--- config.mk ---
export PLATFORM = sky130hd
export DESIGN_NAME = reg_wb_scheduler
export DESIGN_NICKNAME = d
export VERILOG_FILES = /design/src/rtl/reg_wb_pkg.sv /design/src/rtl/reg_scoreboard.sv /design/src/rtl/reg_wb_scheduler.sv
export SDC_FILE = /design/constraint.sdc
export NUM_CORES = 1
export LEC_CHECK = 0
export ABC_AREA = 1
export ABC_CLOCK_PERIOD_IN_PS = 1550
export BUFFER_PORTS_ARGS = -buffer_cell sky130_fd_sc_hd__buf_2
export CAP_MARGIN = 20
export CORE_ASPECT_RATIO = 0.6
export CORE_MARGIN = 4
export CORE_UTILIZATION = 53
export DETAILED_ROUTE_END_ITERATION = 7
export PLACE_DENSITY = 0.81
export SYNTH_ARGS = -nofsm -noshare
export SYNTH_HDL_FRONTEND = slang
export SYNTH_HIERARCHICAL = 1
export SYNTH_SLANG_ARGS = --single-unit
export TNS_END_PERCENT = 20
--- constraint.sdc ---
create_clock -name SYS_clk -period 1.55 [get_ports SYS_clk]
set_clock_uncertainty 0.1 [all_clocks]
set_input_delay 0.155 -clock SYS_clk [delete_from_list [all_inputs] [get_ports SYS_clk]]
set_output_delay 0.155 -clock SYS_clk [all_outputs]
set_load 0.1 [all_outputs]
--- src/rtl/reg_wb_pkg.sv ---
// Shared widths, source encoding and constants for the register write-back scheduler.
package reg_wb_pkg;

    localparam int DATA_W   = 32;
    localparam int ADDR_W   = 5;
    localparam int NUM_REGS = 32;

    typedef enum logic {
        SRC_A = 1'b0,
        SRC_B = 1'b1
    } wb_src_t;

    localparam logic [ADDR_W-1:0] REG_ZERO = '0;

endpackage

--- src/rtl/reg_scoreboard.sv ---
// Pending-write scoreboard for long-latency results plus the decode hazard compare.
module reg_scoreboard
    import reg_wb_pkg::*;
#(
    parameter int ADDR_W = reg_wb_pkg::ADDR_W
) (
    input  logic              clk,
    input  logic              reset,
    input  logic              set_en,
    input  logic [ADDR_W-1:0] set_addr,
    input  logic              clr_en,
    input  logic [ADDR_W-1:0] clr_addr,
    input  logic              wr_en,
    input  logic [ADDR_W-1:0] wr_addr,
    input  logic [ADDR_W-1:0] hz_addr1,
    input  logic [ADDR_W-1:0] hz_addr2,
    input  logic [ADDR_W-1:0] hz_addr3,
    output logic              stall
);

    localparam int NREGS = 1 << ADDR_W;

    logic [NREGS-1:0] pend;
    logic [NREGS-1:0] pend_nxt;

    // Set is applied after clear so a newly issued op to the same register stays outstanding.
    always_comb begin
        pend_nxt = pend;
        if (clr_en) begin
            pend_nxt[clr_addr] = 1'b0;
        end
        if (set_en && (set_addr != REG_ZERO)) begin
            pend_nxt[set_addr] = 1'b1;
        end
        pend_nxt[0] = 1'b0;
    end

    always_ff @(posedge clk) begin
        if (reset) begin
            pend <= '0;
        end else begin
            pend <= pend_nxt;
        end
    end

    // The output-stage write lands on the next edge, so a same-cycle read would still see stale data.
    function automatic logic hazard(input logic [ADDR_W-1:0] addr);
        return (addr != REG_ZERO) && (pend[addr] || (wr_en && (wr_addr == addr)));
    endfunction

    assign stall = hazard(hz_addr1) || hazard(hz_addr2) || hazard(hz_addr3);

endmodule

--- src/rtl/reg_wb_scheduler.sv ---
// Round-robin arbiter between ALU and load/MDU results feeding a registered register-file write port.
module reg_wb_scheduler
    import reg_wb_pkg::*;
#(
    parameter int DATA_W = reg_wb_pkg::DATA_W,
    parameter int ADDR_W = reg_wb_pkg::ADDR_W
) (
    input  logic              SYS_clk,
    input  logic              SYS_reset,
    input  logic              WB_a_valid,
    input  logic [ADDR_W-1:0] WB_a_addr,
    input  logic [DATA_W-1:0] WB_a_data,
    output logic              WB_a_ready,
    input  logic              WB_b_valid,
    input  logic [ADDR_W-1:0] WB_b_addr,
    input  logic [DATA_W-1:0] WB_b_data,
    output logic              WB_b_ready,
    input  logic              ISS_set,
    input  logic [ADDR_W-1:0] ISS_addr,
    input  logic [ADDR_W-1:0] HZ_addr1,
    input  logic [ADDR_W-1:0] HZ_addr2,
    input  logic [ADDR_W-1:0] HZ_addr3,
    output logic              HZ_stall,
    output logic              REG_write_1,
    output logic [ADDR_W-1:0] REG_address_wr,
    output logic [DATA_W-1:0] REG_data_wb_in1
);

    wb_src_t pref;
    wb_src_t pref_nxt;
    logic    a_acc;
    logic    b_acc;

    // Ready looks only at the other source's valid, so neither requester sees a loop through itself.
    assign WB_a_ready = !SYS_reset && (!WB_b_valid || (pref == SRC_A));
    assign WB_b_ready = !SYS_reset && (!WB_a_valid || (pref == SRC_B));
    assign a_acc      = WB_a_valid && WB_a_ready;
    assign b_acc      = WB_b_valid && WB_b_ready;

    always_comb begin
        pref_nxt = pref;
        if (WB_a_valid && WB_b_valid) begin
            pref_nxt = (pref == SRC_A) ? SRC_B : SRC_A;
        end
    end

    always_ff @(posedge SYS_clk) begin
        if (SYS_reset) begin
            pref <= SRC_A;
        end else begin
            pref <= pref_nxt;
        end
    end

    // Writes to register 0 are consumed but never reach the register file.
    always_ff @(posedge SYS_clk) begin
        if (SYS_reset) begin
            REG_write_1     <= 1'b0;
            REG_address_wr  <= '0;
            REG_data_wb_in1 <= '0;
        end else if (a_acc) begin
            REG_write_1     <= (WB_a_addr != REG_ZERO);
            REG_address_wr  <= WB_a_addr;
            REG_data_wb_in1 <= WB_a_data;
        end else if (b_acc) begin
            REG_write_1     <= (WB_b_addr != REG_ZERO);
            REG_address_wr  <= WB_b_addr;
            REG_data_wb_in1 <= WB_b_data;
        end else begin
            REG_write_1     <= 1'b0;
        end
    end

    reg_scoreboard #(
        .ADDR_W (ADDR_W)
    ) u_scoreboard (
        .clk      (SYS_clk),
        .reset    (SYS_reset),
        .set_en   (ISS_set),
        .set_addr (ISS_addr),
        .clr_en   (b_acc),
        .clr_addr (WB_b_addr),
        .wr_en    (REG_write_1),
        .wr_addr  (REG_address_wr),
        .hz_addr1 (HZ_addr1),
        .hz_addr2 (HZ_addr2),
        .hz_addr3 (HZ_addr3),
        .stall    (HZ_stall)
    );

endmodule

==> results of run 1 <==
worst min path at each step:
stage	startpoint	end	slack (ps)	cells after the start
2_1_floorplan	SYS_reset	u_scoreboard/pend[24]	120	1
3_3_place_gp	WB_a_addr[0]	REG_write_1	340	3
3_5_place_dp	WB_a_addr[0]	REG_write_1	360	3
4_1_cts	WB_a_addr[0]	REG_write_1	10	3
5_1_grt	WB_b_data[21]	REG_data_wb_in1[21]	40	5
6_report	WB_a_addr[0]	REG_write_1	3	3
routing by layer:
layer / routed length (µm) / global-route usage / vias up
met5: 0 / 0 / -
met3: 2030 / 0.0975 / 37
met1: 7200 / 0.409 / 2566
met4: 252 / 0.0828 / 0
met2: 6430 / 0.424 / 322
li1: - / - / 2902
stage by stage:
stage / TNS, ps / util / hold slack [ps] / worst slack, ps / instance area (µm²)
global placement: -128 / 0.669 / 339 / -128 / 5830
floorplan: -456 / - / 124 / -395 / 4880
finish: -330 / 0.718 / 2.51 / -330 / 6260
global route: -508 / 0.718 / 41.6 / -461 / 6260
detailed placement: -134 / 0.669 / 361 / -134 / 5830
CTS: -309 / 0.713 / 11.9 / -309 / 6220
final cells by class:
cell class / instances / area (µm²) / share of cell area
clock inverters: 7 / 96.3 / 0.0154
well taps: 112 / 140 / 0.0224
flip-flops and latches: 70 / 1440 / 0.230
repair buffers: 186 / 1150 / 0.184
inverters: 94 / 355 / 0.0568
clock buffers: 9 / 225 / 0.0360
multi-input cells: 612 / 2850 / 0.456
cells in the mapped netlist:
library cell and count:
a211oi_1 1, a21oi_1 44, buf_2 8, buf_4 8, buf_6 15, buf_8 1
clkbuf_1 6, dfxtp_1 70, inv_1 89, inv_2 4, inv_4 1, nand2_1 245
nand2_4 3, nand3_1 75, nand3_4 2, nand3b_1 33, nand4_1 14, nor2_1 117
nor2_2 9, nor2_4 1, nor3_1 15, o211ai_1 1, o21ai_0 39, o21ai_1 1
o22ai_1 8, xor2_1 4
worst max-delay path: stages (launching register included):
cell and delay, ps:
dfxtp_2 380, inv_1 60, nand2_1 60, nand3_1 90
nand3_1 90, nand3_1 80, nand2_1 70, nand2_1 50
nand3_1 70, nand2_1 60, nand3_2 90, buf_12 170
sequential cells by signal, summed over array words and instances, names as in the netlist:
name               flops
REG_data_wb_in1       32
u_scoreboard/pend     31
REG_address_wr         5
REG_write_1            1
pref                   1
cell families after synthesis:
family / count (synthesis) / synth area share
and+or+nand+nor: 514 / 0.469
AOI/OAI and AO/OA: 94 / 0.0998
buffers and inverters: 132 / 0.136
xor gates and xnor gates: 4 / 0.00720
DFF: 70 / 0.288
report_power, final:
part / leakage (nW) / total, W / internal, W / switching, W
combinational: 2.52 / 0.00189 / 0.000531 / 0.00136
sequential: 0.586 / 0.00197 / 0.00190 / 0.0000667
clock: 0.160 / 0.00223 / 0.00141 / 0.000815
repair_timing:
action                                  CTS  global route
setup buffers                             2             0
endpoints found under the setup margin    2            28
hold buffers                              0             0
pin swaps                                16             4
resized for setup                        43            15
==> out/qor.yml, run 1 <==
outcome: "complete, but fails checks"
violations: "negative setup slack"
die_y_um: 82.2
synth_top_area_frac: 0.288
start_util: 0.558
antenna_found_initial: 0
netlist_instances: 814
num_antenna_cells: 0
setup_viol: 1
syn_nets: 913
synth-seq-area-share: 0.288
synthToLayoutAreaGrowth_pct: 28.7
hpwl_um: 11700
yosys_warnings: 6
io-pin-count: 140
arrival_ps: 1620
critPathKind: "register to output pin"
ys_ff_latch: 70
ant_nets: 0
dr.pass1.iters: 6
syn_area_um2: 4860
min_period_over_period: 1.21
chipWidth_um: 132
vias: 5827
start_kind: "register"
hold_class: "input pin to register"
final_cell_mix: "244 x nand2_1, 136 x buf_2, 116 x nor2_1"
routed_wl_um: 15900
grt_usage: 0.291
leakage_nw: 3.26
viasPerCell: 5.35
final_cells: 1090
wl_per_cell_um: 14.6
drive_gt1_frac: 0.281
r2r-start: "pref"
fmax_ghz: 0.532
cap_viol_max_count: 0
crit_path_end: "HZ_stall"
yosysTopAreaCell: "dfxtp_1"
cp_max_fo: 4
layout.nets: 1072
synth_cell_type_count: 26
syn_area_per_cell_um2: 5.98
clockRootBuffer: "clkbuf_16"
clkTransAtPathRegs_ps: 60
ff2ff_path_depth: 8
layout_setup_ws_ps: -330
layout_commonest_cell: "nand2_1"
final_max_slew_viol_count: 0
r2r-end: "u_scoreboard/pend[9]"
dieArea_um2: 10800
cts_tree: "done"
dpl.cell_count: 1072
setup.worst_path.start: "u_scoreboard/pend[13]"
grt_pass1_vias: 5159
route.detailed.drc: 0
rows: 26
cp-end-kind: "output pin"
core_area_um2: 8720
clock_latency_ps: 330
max_slew_margin: 0.651
grt_max_degree: 47
clkSinkCount: 70
powerDensity_nw_per_um2: 974
fillers: 787
drtIter0Drc: 700
overflow: 0
cts_made_buffers: 9
synth_area_leaders: "dfxtp_1 29%, nand2_1 19%, nor2_1 9.0%"
fin_crit_ps: 1880
grt_pass1_wl_um: 25500
hold_violations: 0
rsz0062_at_grt: "true"
ir_drop_mv: 0.529
io_buffers: 139
crit_required_ps: 1290
cts.path.max_buffers: 2
gp_congestion: 0.965
total_power_w: 0.00609
tightest_slew_ps: 519
r2r_slack_ps: 50
h-tree-depth: 3
(Power assumes the default switching activity.)
==> run 2, diff against run 1 <==
--- a/config.mk
+++ b/config.mk
@@ -11,9 +11,10 @@
 export CAP_MARGIN = 20
 export CORE_ASPECT_RATIO = 0.6
 export CORE_MARGIN = 4
-export CORE_UTILIZATION = 53
+export CORE_UTILIZATION = 45
 export DETAILED_ROUTE_END_ITERATION = 7
-export PLACE_DENSITY = 0.81
+export GPL_TIMING_DRIVEN = 0
+export PLACE_DENSITY = 0.71
 export SYNTH_ARGS = -nofsm -noshare
 export SYNTH_HDL_FRONTEND = slang
 export SYNTH_HIERARCHICAL = 1
==> out/qor.yml, run 2 (synthesis gave the netlist of run 1 again) <==
viasPerCell: 5.18
core_area_um2: 10600
hpwl_um: 12700
violations: "negative setup slack"
place_area_um2: 5720
p_int_w: 0.00367
min_period_over_period: 1.24
cts_setup_buffers: 0
clock_latency_ps: 330
cts.path.max_buffers: 2
clkTransAtPathRegs_ps: 70
io-pin-count: 140
chipWidth_um: 142
crit_required_ps: 1290
overflow: 0
fillers: 1067
hold_class: "input pin to register"
tightest_slew_ps: 1140
final.setup.tns_ps: -378
cts_made_buffers: 9
comb_power_share: 0.314
rsz0062_at_grt: "true"
wl_per_cell_um: 15.0
cts_tree: "done"
synthToLayoutAreaGrowth_pct: 27.2
powerDensity_nw_per_um2: 964
cp-end-kind: "output pin"
dieArea_um2: 12600
outcome: "complete, but fails checks"
netSwitchingFraction: 0.385
leakage_nw: 3.16
dpl.cell_count: 1086
final_cell_mix: "243 x nand2_1, 139 x buf_2, 116 x nor2_1"
layout.nets: 1059
grt_pass1_wl_um: 25900
ant_nets: 0
fin_util: 0.586
fmax_ghz: 0.519
largest_register: "REG_data_wb_in1"
clkSinkCount: 70
ir_drop_mv: 0.634
num_antenna_cells: 0
power_switching_w: 0.00229
gp_congestion: 0.980
cap_viol_max_count: 0
multi_input_area_um2: 2880
p_seq_frac: 0.330
antenna_found_initial: 0
layout_setup_ws_ps: -378
pwr-share-clk: 0.355
clockRootBuffer: "clkbuf_16"
route.detailed.drc: 0
setup_viol: 1
max_slew_margin: 0.234
arrival_ps: 1670
start_kind: "register"
drtIter0Drc: 516
h-tree-depth: 3
dr.pass1.iters: 7
final_cells: 1104
drive_gt1_frac: 0.272
routed_wl_um: 16600
cp_max_fo: 6
layout_commonest_cell: "nand2_1"
ff2ff_path_depth: 7
vias: 5722
design_area_um2: 6190
grt_usage: 0.261
hold_violations: 0
critPathKind: "register to output pin"
io_buffers: 133
grt_pass1_vias: 4928
die_y_um: 88.5
largest_reg_flops: 32
start_util: 0.461
seqCellArea_um2: 1460
largestRegisters: "REG_data_wb_in1 x32, u_scoreboard/pend x31, REG_address_wr x5"
rows: 29
grt_max_degree: 15
fin_crit_ps: 1930
hold-path-cell-count: 5
final_max_slew_viol_count: 0
[run 2: cell count changes in the layout (fill, tap and decap cells not counted), sizes merged]
cell,change
bufinv,-1
inv,+3
clkbuf,+6
buf,-20
clkinv,-3
clkinvlp,+1
dlygate4sd3,+1
[run 2: per-stage QoR]
step,power [W],hold slack [ps],setup slack [ps]
2_1_floorplan,0.00340,124,-395
3_3_place_gp,0.00382,311,-390
5_1_grt,0.00624,12.8,-449
3_5_place_dp,0.00383,311,-365
4_1_cts,0.00599,1.43,-317
6_report,0.00596,12.9,-378
[run 2: cell type report]
type	count	area share
Multi-Input combinational cell	612	0.465
Sequential cell	70	0.235
Timing Repair Buffer	135	0.113
Inverter	94	0.0594
Buffer	38	0.0495
Clock buffer	9	0.0364
Tap cell	139	0.0281
Clock inverter	7	0.0125
[run 2: worst max-delay path: stages, from the launching register on]
cell     delay [ps]
dfxtp_4         380
xor2_1          170
nor3_1          190
nand4_1         140
nand3_2         110
nand2_2          70
nand3_2         100
buf_12          170
[run 2: power groups by stage]
| stage | sequential (W) | combinational [W] | clock [W] |
|---|---|---|---|
| after floorplan | 0.00264 | 0.000769 | 0 |
| after global placement | 0.00201 | 0.00181 | 0 |
| after detailed placement | 0.00201 | 0.00181 | 0 |
| after CTS | 0.00197 | 0.00185 | 0.00217 |
| after global routing | 0.00198 | 0.00201 | 0.00225 |
| final | 0.00197 | 0.00187 | 0.00212 |
[run 2: path summary, 6_finish.rpt]
kind                                      startpoint                    end  slack (ps)
worst max-delay path               REG_address_wr[4]               HZ_stall        -380
worst min register to register  u_scoreboard/pend[7]   u_scoreboard/pend[7]         400
worst max register to register                  pref  u_scoreboard/pend[15]          40
worst min-delay path                   WB_b_data[29]    REG_data_wb_in1[29]          10
[run 2: repair_timing]
| action | CTS | global route |
|---|---|---|
| hold buffers | 1 | 0 |
| endpoints found under the hold margin | 1 | 0 |
| pin swaps | 2 | 8 |
| endpoints found under the setup margin | 34 | 25 |
| resized for setup | 59 | 31 |
[run 2: layer usage]
metal | up-vias | wire length (µm) | track usage
met5 | - | 0 | 0
met4 | 0 | 128 | 0.0592
met3 | 14 | 2000 | 0.0535
met2 | 308 | 6400 | 0.353
met1 | 2515 | 8020 | 0.414
li1 | 2885 | - | -
==> run 3, diff against run 2 <==
--- a/config.mk
+++ b/config.mk
@@ -11,10 +11,10 @@
 export CAP_MARGIN = 20
 export CORE_ASPECT_RATIO = 0.6
 export CORE_MARGIN = 4
-export CORE_UTILIZATION = 45
+export CORE_UTILIZATION = 53
 export DETAILED_ROUTE_END_ITERATION = 7
 export GPL_TIMING_DRIVEN = 0
-export PLACE_DENSITY = 0.71
+export PLACE_DENSITY = 0.81
 export SYNTH_ARGS = -nofsm -noshare
 export SYNTH_HDL_FRONTEND = slang
 export SYNTH_HIERARCHICAL = 1
==> out/qor.yml, run 3 (synthesis gave the netlist of run 1 again) <==
drtIter0Drc: 706
setup_viol: 1
hpwl_um: 12200
outcome: "complete, but fails checks"
fmax_ghz: 0.532
violations: "negative setup slack"
antenna_found_initial: 0
start_kind: "register"
vias: 5816
cts_tree: "done"
dpl.cell_count: 1059
hold_violations: 0
h-tree-depth: 3
max_slew_margin: 0.227
cts.path.max_buffers: 2
wl_per_cell_um: 15.4
clock_latency_ps: 330
dr.pass1.iters: 8
fillers: 772
layout.nets: 1061
critPathKind: "register to output pin"
final_cells: 1078
arrival_ps: 1630
synthToLayoutAreaGrowth_pct: 29.4
cp_max_fo: 4
leakage_nw: 3.19
grt_pass1_vias: 5058
fin_crit_ps: 1880
start_util: 0.558
final_cell_mix: "233 x nand2_1, 138 x buf_2, 116 x nor2_1"
drive_gt1_frac: 0.300
r2r_slack_ps: 10
worstHoldStart: "WB_b_data[28]"
grt_usage: 0.300
route.detailed.drc: 0
chipWidth_um: 132
ant_nets: 0
cp-end-kind: "output pin"
io_buffers: 133
largestRegisters: "REG_data_wb_in1 x32, u_scoreboard/pend x31, REG_address_wr x5"
cts_made_buffers: 9
largest_reg_flops: 32
layout_commonest_cell: "nand2_1"
grt_max_degree: 13
overflow: 0
crit_required_ps: 1290
rows: 26
core_area_um2: 8720
ff2ff_path_depth: 7
r2r-start: "pref"
gp_congestion: 1.00
min_to: "REG_data_wb_in1[28]"
tightest_slew_ps: 1150
routed_wl_um: 16600
clkSinkCount: 70
ir_drop_mv: 0.541
seqCellArea_um2: 1470
powerDensity_nw_per_um2: 971
clockRootBuffer: "clkbuf_16"
min_period_over_period: 1.21
hold_class: "input pin to register"
viasPerCell: 5.40
io-pin-count: 140
r2r-end: "u_scoreboard/pend[11]"
dieArea_um2: 10800
final_max_slew_viol_count: 0
die_y_um: 82.2
hold-path-cell-count: 5
layout_setup_ws_ps: -330
num_antenna_cells: 0
rsz0062_at_grt: "true"
cap_viol_max_count: 0
largest_register: "REG_data_wb_in1"
worst_hold_slack_ps: 17.3
multi_input_area_um2: 2960
grt_pass1_wl_um: 26000
fin_util: 0.722
clkTransAtPathRegs_ps: 60
-- run 3: worst max-delay path by stage --
stage	start	endpoint	slack (ps)	cells after the start
2_1_floorplan	REG_address_wr[1]	HZ_stall	-400	7
3_3_place_gp	HZ_addr3[0]	HZ_stall	-350	11
3_5_place_dp	HZ_addr3[0]	HZ_stall	-350	11
4_1_cts	u_scoreboard/pend[27]	HZ_stall	-300	11
5_1_grt	u_scoreboard/pend[4]	HZ_stall	-430	11
6_report	u_scoreboard/pend[4]	HZ_stall	-330	11
-- run 3: where the power goes --
| part | total [W] | switching [W] | internal [W] |
|---|---|---|---|
| Clock | 0.00223 | 0.000784 | 0.00145 |
| Sequential | 0.00197 | 0.0000749 | 0.00190 |
| Combinational | 0.00191 | 0.00139 | 0.000519 |
| Total | 0.00611 | 0.00225 | 0.00386 |
-- run 3: layer usage --
metal  track usage  vias up  share of wire
met1         0.432     2569           0.45
met2         0.423      338           0.40
met5             0        -              0
met3         0.105       20           0.14
met4        0.0786        0          0.010
li1              -     2889              -
-- run 3: metrics by stage --
stage	instance area (µm²)	TNS, ps	power, W	setup slack [ps]
finish	6300	-330	0.00611	-330
global route	6300	-561	0.00634	-434
CTS	6150	-313	0.00608	-299
detailed placement	5690	-5290	0.00382	-352
global placement	5690	-4860	0.00381	-350
floorplan	4880	-456	0.00340	-395
-- run 3: final cells by class --
class | count | area share
timing repair buffer | 137 | 0.114
buffer | 38 | 0.0487
sequential | 70 | 0.233
multi-input combinational | 612 | 0.471
clock inverter | 5 | 0.0133
tap | 112 | 0.0223
clock buffer | 10 | 0.0379
inverter | 94 | 0.0600
-- run 3: critical path, stage by stage, from the launching register on --
cell	delay, ps
dfxtp_2	370
nand2_1	80
nand2_1	90
nand2_1	60
nand3_1	80
nand3_1	70
nand2_1	70
nand2_1	50
nand3_1	90
nand2_1	80
nand3_2	80
buf_12	170
-- run 3: timing repair --
item                       CTS  global route
hold endpoints to repair     2             0
pin swaps                   11            19
buffers inserted             1             1
setup endpoints to repair   34            58
resized for setup           64            64
hold buffers                 2             0
